==> src/rtl/pixel_stream_tx_pkg.sv <==
// Shared project constants for the MNIST front end.
// Image geometry plus a small width helper used for index ports.
package pixel_stream_tx_pkg;

   localparam int MNIST_WIDTH  = 28;
   localparam int MNIST_HEIGHT = 28;

   // Index width that never collapses to zero bits.
   function automatic int idx_bits(input int n);
      return (n > 1) ? $clog2(n) : 1;
   endfunction

endpackage

==> src/rtl/pixel_stream_tx.sv <==
// Frame buffer that serialises a stored binary image in raster order,
// followed by a zero-pixel drain tail.
module pixel_stream_tx
   import pixel_stream_tx_pkg::*;
#(
   parameter int WIDTH  = MNIST_WIDTH,
   parameter int HEIGHT = MNIST_HEIGHT,
   parameter int TAIL   = 64,
   localparam int RW    = idx_bits(HEIGHT)
) (
   input  logic             clk,
   input  logic             rst,
   input  logic             wr_en,
   input  logic [RW-1:0]    wr_row,
   input  logic [WIDTH-1:0] wr_data,
   output logic             wr_err,
   input  logic             start,
   output logic             pixel_out,
   output logic             pixel_valid,
   output logic             frame_start,
   output logic             frame_end,
   output logic             busy
);

   localparam int CW = idx_bits(WIDTH);
   localparam int TW = idx_bits(TAIL);

   localparam logic [1:0] S_IDLE   = 2'd0;
   localparam logic [1:0] S_STREAM = 2'd1;
   localparam logic [1:0] S_TAIL   = 2'd2;

   localparam logic [CW-1:0] COL_LAST  = CW'(WIDTH - 1);
   localparam logic [RW-1:0] ROW_LAST  = RW'(HEIGHT - 1);
   localparam logic [TW-1:0] TAIL_LAST = TW'(TAIL - 1);

   logic [1:0]       state;
   logic [CW-1:0]    col;
   logic [RW-1:0]    row;
   logic [TW-1:0]    tcnt;
   logic [WIDTH-1:0] img [HEIGHT];

   logic          last;
   logic [CW-1:0] ncol;
   logic [RW-1:0] nrow;
   logic          wr_ok;
   logic          wr_bad;

   // col/row always name the pixel currently on pixel_out.
   always_comb begin
      last   = (row == ROW_LAST) && (col == COL_LAST);
      ncol   = (col == COL_LAST) ? '0 : col + CW'(1);
      nrow   = (col == COL_LAST) ? row + RW'(1) : row;
      wr_ok  = wr_en && (state == S_IDLE) && !start
               && (wr_row <= ROW_LAST);
      wr_bad = wr_en && !wr_ok;
   end

   always_ff @(posedge clk or posedge rst) begin
      if (rst) begin
         state       <= S_IDLE;
         col         <= '0;
         row         <= '0;
         tcnt        <= '0;
         pixel_out   <= 1'b0;
         pixel_valid <= 1'b0;
         frame_start <= 1'b0;
         frame_end   <= 1'b0;
         busy        <= 1'b0;
         wr_err      <= 1'b0;
         for (int r = 0; r < HEIGHT; r++) img[r] <= '0;
      end else begin
         wr_err      <= wr_bad;
         frame_start <= 1'b0;
         if (wr_ok) img[wr_row] <= wr_data;
         case (state)
            S_IDLE: begin
               if (start) begin
                  state       <= S_STREAM;
                  busy        <= 1'b1;
                  col         <= '0;
                  row         <= '0;
                  pixel_out   <= img[0][0];
                  pixel_valid <= 1'b1;
                  frame_start <= 1'b1;
                  frame_end   <= (ROW_LAST == '0) && (COL_LAST == '0);
               end
            end
            S_STREAM: begin
               if (last) begin
                  pixel_out   <= 1'b0;
                  pixel_valid <= 1'b0;
                  frame_end   <= 1'b0;
                  col         <= '0;
                  row         <= '0;
                  tcnt        <= '0;
                  if (TAIL > 0) begin
                     state <= S_TAIL;
                  end else begin
                     state <= S_IDLE;
                     busy  <= 1'b0;
                  end
               end else begin
                  col       <= ncol;
                  row       <= nrow;
                  pixel_out <= img[nrow][ncol];
                  frame_end <= (nrow == ROW_LAST) && (ncol == COL_LAST);
               end
            end
            S_TAIL: begin
               if (tcnt == TAIL_LAST) begin
                  state <= S_IDLE;
                  busy  <= 1'b0;
               end else begin
                  tcnt <= tcnt + TW'(1);
               end
            end
            default: begin
               state       <= S_IDLE;
               busy        <= 1'b0;
               pixel_out   <= 1'b0;
               pixel_valid <= 1'b0;
               frame_end   <= 1'b0;
            end
         endcase
      end
   end

endmodule
==> config.mk <==
export PLATFORM = sky130hd
export DESIGN_NAME = pixel_stream_tx
export DESIGN_NICKNAME = d
export VERILOG_FILES = /design/src/rtl/pixel_stream_tx_pkg.sv /design/src/rtl/pixel_stream_tx.sv
export SDC_FILE = /design/constraint.sdc
export NUM_CORES = 2
export LEC_CHECK = 0
export ABC_AREA = 1
export CAP_MARGIN = 0
export CORE_MARGIN = 1.5
export CORE_UTILIZATION = 57
export CTS_CLUSTER_SIZE = 8
export DETAILED_ROUTE_END_ITERATION = 10
export MAX_ROUTING_LAYER = met4
export PLACE_DENSITY = 0.85
export REMOVE_ABC_BUFFERS = 1
export SYNTH_ARGS = -nofsm -noshare
export SYNTH_HDL_FRONTEND = slang
export SYNTH_SLANG_ARGS = --single-unit
==> constraint.sdc <==
create_clock -name clk -period 26.1 [get_ports clk]
set_input_delay 2.61 -clock clk [delete_from_list [all_inputs] [get_ports clk]]
set_output_delay 2.61 -clock clk [all_outputs]
set_load 0.1 [all_outputs]
# After elaboration in Yosys (flattened, before gate mapping)
# Cells that the tools add are included.
dict set report op_classes {
  n_addsub 3
  n_lt_le_gt_ge 5
  eq_ne 11
  muxes 35
  bitwise_logic 4
  n_reduce_logical 18
}
# op count
set op_table {}
lappend op_table {{$bwmux 784} 1}
lappend op_table {{$bmux 28 s5} 1}
lappend op_table {{$demux 28 s5} 1}
lappend op_table {{$mux 28} 3}
lappend op_table {{$mux 5} 5}
lappend op_table {{$eq 5x5->1 const B} 4}
lappend op_table {{$pmux 5 s2} 2}
lappend op_table {{$ge 6x6->1 const B} 2}
lappend op_table {{$mux 6} 2}
lappend op_table {{$not 5->6} 2}
lappend op_table {{$pmux 1 s3} 4}
lappend op_table {{$pmux 6 s2} 1}
lappend op_table {{$reduce_and 3->1} 4}
lappend op_table {{$add 5x1->5 const B} 2}
lappend op_table {{$mux 1} 10}
lappend op_table {{$ne 2x2->1 const B} 4}
lappend op_table {{$logic_and 1x1->1} 7}
lappend op_table {{$add 6x1->6 const B} 1}
lappend op_table {{$eq 6x6->1 const B} 1}
lappend op_table {{$lt 5x6->1 const B} 1}
lappend op_table {{$lt 6x1->1 const B} 1}
lappend op_table {{$mux 2} 3}
lappend op_table {{$pmux 2 s3} 1}
lappend op_table {{$bmux 1 s5} 1}
lappend op_table {{other kinds (8)} 12}
dict set report totals {
  regBits 808
}

# Logic depth before layout (Yosys ltp)
dict set report logic_depth {
  depth_word 10
  mapped_depth 26
  ltp_nobuf 25
}

# Worst setup path before layout
# Ideal clock, no wire load.
dict set report synth_path {
  path_kind {input-to-reg}
  start {input port wr_row[2]}
  end {register img[10] (netlist name)}
  t_arrival_ns 4.189
  t_required_ns 25.967
  setup_slack_ns 21.778
  cell_stages 10
  cell_sequence {inv_1 -> nor3_1 -> nor3_2 -> inv_1 -> nor4_2 -> nand2_1 -> clkbuf_1 -> clkbuf_1 -> nand2_1 -> o21ai_0}
}
dict set report synth_via {
  elab_chain_len 6
  word_cells_on_any_way 9
}
# item line_no
set synth_rtl {}
lappend synth_rtl {{start: declaration} pixel_stream_tx.sv:14} ;# input logic [RW-1:0] wr_row,
lappend synth_rtl {{$not 5->6 (not written as such)} pixel_stream_tx.sv:74} ;# if (wr_ok) img[wr_row] <= wr_data;
lappend synth_rtl {{$ge 6x6->1 (not written as such) or $lt 6x1->1 (tied branches)} pixel_stream_tx.sv:74}
lappend synth_rtl {{$logic_and 1x1->1 (not written as such)} pixel_stream_tx.sv:74}
lappend synth_rtl {{$mux 28 (not written as such)} pixel_stream_tx.sv:74}
lappend synth_rtl {{$demux 28 s5} pixel_stream_tx.sv:74}
lappend synth_rtl {{$bwmux 784} pixel_stream_tx.sv:74}
lappend synth_rtl {{end signal: indexed assignment} pixel_stream_tx.sv:74}
lappend synth_rtl {{end: declaration} pixel_stream_tx.sv:40} ;# logic [WIDTH-1:0] img [HEIGHT];
# Parallel ways exist; a longest one is shown, timed or not.
# A chain may end at the register's enable or synchronous reset.

# Worst setup path in the final report
dict set report layout_path {
  start {register col[0]}
  end {register pixel_out}
}
dict set report layout_via {
  elab_chain_len 10
  word_cells_on_any_way 13
}
# item line_no
set layout_rtl {}
lappend layout_rtl {{start: declaration} pixel_stream_tx.sv:37} ;# logic [CW-1:0] col;
lappend layout_rtl {{start signal: assignment} pixel_stream_tx.sv:103} ;# col <= ncol;
lappend layout_rtl {{$eq 5x5->1} {pixel_stream_tx.sv:50, pixel_stream_tx.sv:51, pixel_stream_tx.sv:52}}
lappend layout_rtl {{$mux 5} pixel_stream_tx.sv:52} ;# nrow = (col == COL_LAST) ? row + RW'(1) : row;
lappend layout_rtl {{$not 5->6 (not written as such)} pixel_stream_tx.sv:105} ;# pixel_out <= img[nrow][ncol];
lappend layout_rtl {{$bmux 28 s5} pixel_stream_tx.sv:105}
lappend layout_rtl {{$mux 28 (not written as such) (2 in series)} pixel_stream_tx.sv:105}
lappend layout_rtl {{$bmux 1 s5} pixel_stream_tx.sv:105}
lappend layout_rtl {{$mux 1 (not written as such)} pixel_stream_tx.sv:105}
lappend layout_rtl {{$mux 1 *} pixel_stream_tx.sv:89} ;# if (last) begin
lappend layout_rtl {{$pmux 1 s3 *} pixel_stream_tx.sv:75} ;# case (state)
lappend layout_rtl {{end signal: assignment} pixel_stream_tx.sv:82} ;# pixel_out <= img[0][0];
lappend layout_rtl {{end signal: assignment} pixel_stream_tx.sv:105}
lappend layout_rtl {{end: declaration} pixel_stream_tx.sv:18} ;# output logic pixel_out,
# Mark *: on every way between the ends. The rest lies on a longest branch, timed or not. The select of a mux whose other input is x is not followed.

==> impl.org <==
** Run status
- The run finished with clean final reports.

** Route
- Dividing the detail-routed via count by the number of cells gives 6.084.
- For this block, the initial DRC count from the detailed router was 4520.
- Number of iterations in the first detailed-routing pass :: 9
- Number of remaining DRC errors :: 0
- Post-route ant nets :: 0
- In the final routed layout, each cell accounts on average for 19.94 µm.
- Drt total wl :: 110.9 mm
- Total via count in the routed design :: 33840

** Clock tree
- The root buffer cell chosen for the clock tree is clkbuf_16.
- Number of buffers between clock root and the deepest sink :: 3
- Total clock buffers created by CTS :: 110
- CTS tree :: done
- CTS clk-pin slew, worst paths :: 0.05 ns
- At the later pin of the worst-skew pair, clock insertion delay measures 0.68 ns.
- Post-cts resize count :: 0
- CTS built an H-tree with a depth of 3.
- Number of sinks driven by the clock tree :: 808
- Hold repair after CTS inserted 0 buffers.
- Post-CTS setup buffer count :: 0

** Die
- The die covers 68900 µm².
- Initial Util :: 57.96%
- The die is 262.5 µm tall.
- Row count :: 94
- X dimension of the die :: 262.5 µm
- I/O pin count :: 43
- The region available for standard cell placement spans 66220 µm².

** Place
- Input and output buffers added on the ports amount to 42.
- Routability-driven placement finished with a final weighted congestion of 0.8616.
- Summed over all nets, the half-perimeter wirelength after detailed placement is 56.66 mm.
- Pre-CTS setup slack :: 19.84 ns

** GRT
- Entering global routing, the biggest net connects 181 pins.
- Overall routing resource usage :: 33.21%
- The number of global-route vias before repair is 32350.
- The number of antenna violations at the first check in global routing was 0.
- Global-route wire length before repair :: 177.4 mm
- Leftover overflow at the end of global routing :: 0

** Timing
- Once routing completed, OpenROAD measured the worst setup slack at 20.32 ns.
- Adding up every negative setup slack in the final design gives 0 ns.
- RSZ-0062 raised after global routing :: false
- Number of hold-slack violations in the final timing report :: 0
- Counting I/O delays and the setup requirement, the final critical path takes 5.782 ns.
- Setup violations remaining at the end of the flow were counted as 0.
- The final critical path takes up 22.15% of the cycle.
- FMAX :: 0.1730 GHz
- Relative slew slack :: 19.63%
- Layout Skew :: 0.02181 ns
- For the pin with the worst max-slew slack, the measured transition is 1.201 ns.
- Slew Viols, Final :: 0

** Layout
- Summing all multi-input logic gate instances after layout gives 15340 µm².
- Counting the fill cells in the layout gives 5475.
- Diodes inserted :: 0
- Registers take 20220 µm².
- The post-route netlist has 4.938% of its cells at a drive strength greater than 1.
- Compared with the post-synthesis result, the final layout area differs by 8.258%.
- Fin nets :: 4735

** Synth
- Dominant combinational cell family by area after synthesis :: simple AND/OR/NAND/NOR gates
- Of the post-synthesis cell area, the part taken by muxes is 0%.
- Summing the areas of all compound-gate instances in the mapped netlist gives 12.10% of the synthesized area.
- Sequential-to-total area share from yosys stat :: 52.68%
- After technology mapping, the gate count stands at 4891.
- The Yosys step of the flow raised 0 warnings.
- Cell area after synthesis :: 38380 µm²
- Synthesized-area fraction occupied by and/or/nand/nor cells :: 27.33%
- Adder and majority cell fraction of the synthesized area :: 0.1304%
- Parity-gate share of the synthesized area counting xor and xnor cells :: 0.06520%
- Synthesized area per cell :: 7.847 µm²
- Count of state elements after synthesis :: 808
- In this run, distinct cell masters in the synthesized netlist total 36.

** Pwr
- Power per cell area :: 61.77 nW/µm²
- IR analysis of the VDD net gives a maximum drop of 0.05247 mV.
- In this run the static leakage power is 19.10 nW.

** Critical path
- Critical Path Sink Type :: flop
- Required time at the endpoint of the critical path :: 26.65 ns
- Critical Path Source Type :: flop
- Critical Path AT :: 6.33 ns
- Along the worst path, the maximum fanout reaches 106.
- Category of the most critical setup path :: reg2reg

** Hold path
- Path class of the lowest-slack min-delay path :: reg2reg

** Flow run
- Across the run, the number of max-cap violations was 0.
==> synthesized netlist by cell type (all sizes together) <==
| cell | n | area, µm² |
|---|---|---|
| buf | 168 | 923.4 |
| nor2 | 85 | 336.6 |
| o41ai | 1 | 8.760 |
| ha | 4 | 50.05 |
| xor2 | 1 | 16.27 |
| a21oi | 42 | 210.2 |
| clkbuf | 238 | 893.4 |
| clkinv | 2 | 7.510 |
| nand3b | 79 | 593.1 |
| nor3 | 9 | 50.05 |
| or2 | 11 | 68.82 |
| xnor2 | 1 | 8.760 |
| o21ai | 824 | 4131 |
| o211ai | 29 | 217.7 |
| nand4 | 3 | 18.77 |
| o31ai | 1 | 7.510 |
| nand3 | 641 | 3213 |
| nand2 | 1627 | 6135 |
| o22ai | 11 | 68.82 |
| nor4 | 6 | 75.07 |
| inv | 300 | 1126 |
| dfrtp | 808 | 20220 |
==> critical path, cell delays in order (launching register included) <==
cell and delay (ns):
dfrtp_1 0.41, ha_1 0.28, inv_2 0.07, nor2_4 0.14, nand2_4 0.14, nand2_8 0.55, nand2_8 0.58, inv_6 0.92
buf_4 0.87, nand2_1 0.13, nand3_1 0.11, nand3_1 0.09, nand3_1 0.14, nand2_1 0.06, nand2_1 0.14, a21oi_1 0.08
nand2_1 0.09, nand3_1 0.15, nand3_1 0.16, nand3_1 0.13, nand2_1 0.13, nand2_1 0.07, nand2_1 0.08, nand2_1 0.06
==> flip-flops by register name, indices dropped and copies added, names as in the netlist <==
signal,count
busy,1
col,5
frame_end,1
frame_start,1
img,784
pixel_out,1
pixel_valid,1
row,5
state,2
tcnt,6
wr_err,1
==> kinds of logic after synthesis <==
family	after synthesis
flip-flops	808
XOR/XNOR	2
buffers and inverters	708
adder cells (fa/ha/maj)	4
AND/OR/NAND/NOR	2461
AO/OA/AOI/OAI	908
==> power breakdown <==
group          switching (mW)  total (mW)  leakage, nW  internal (mW)
Clock                   0.499        1.25         1.41          0.749
Sequential            0.00194        1.26         11.3           1.26
Combinational          0.0475      0.0566         6.42        0.00903
==> metrics by stage <==
stage          instances  util (%)  hold WS, ns  total power, mW  instance area (µm²)
4_1_cts             5562     62.75       0.4762            2.573                41550
2_1_floorplan       4485         -       0.4444            1.316                36560
5_1_grt             5562     62.75       0.4959            2.633                41550
6_report            5562     62.75       0.4733            2.566                41550
3_5_place_dp        5446     58.41       0.4640            1.339                38680
3_3_place_gp        5446     58.41       0.4568            1.338                38680
==> area by class of cell <==
cell class              count  area share (%)
clock inverters             3         0.09938
inverters                 302           2.758
clock buffers             113           6.806
repair buffers             97           2.156
flip-flops and latches    808           48.66
multi-input cells        3375           36.91
well taps                 864           2.602
==> metal layers <==
layer  share of wire, %  routed length (µm)  vias to the layer above  global-route usage, %
li1                   -                   -                    15370                      -
met1                 38               42430                    16050                  42.91
met2                 45               50380                     1988                  50.17
met3                 11               11910                      437                  6.091
met4                5.6                6188                        0                  17.50
met5                  0                   0                        -                      -
==> final timing paths <==
kind / start / end / slack, ns / depth (start not counted)
setup / recovery: col[0]$_DFFE_PP0P_ / pixel_out$_DFFE_PP0P_ / 20.32 / 23
hold / removal: img[83]$_DFFE_PP0P_ / img[83]$_DFFE_PP0P_ / 0.47 / 2
hold reg to reg: img[83]$_DFFE_PP0P_ / img[83]$_DFFE_PP0P_ / 0.47 / 2
setup reg to reg: col[0]$_DFFE_PP0P_ / pixel_out$_DFFE_PP0P_ / 20.32 / 23
max in group asynchronous: rst / img[586]$_DFFE_PP0P_ / 20.55 / 5
min in group asynchronous: rst / img[629]$_DFFE_PP0P_ / 2.49 / 2
==> layout by cell type, fill, tap and decap left out, drive strengths merged <==
cell type	netlist	layout
nand4	3	3
clkdlybuf4s50	0	42
clkinv	2	5
nand2	1627	1627
nand3b	79	79
a21oi	42	42
o211ai	29	29
dfrtp	808	808
nor4	6	6
ha	4	4
xor2	1	1
nor3	9	9
clkbuf	238	113
nand3	641	641
o21ai	824	824
xnor2	1	1
nor2	85	85
inv	300	300
o41ai	1	1
or2	11	11
buf	168	55
o31ai	1	1
o22ai	11	11
(Power assumes the default switching activity.)
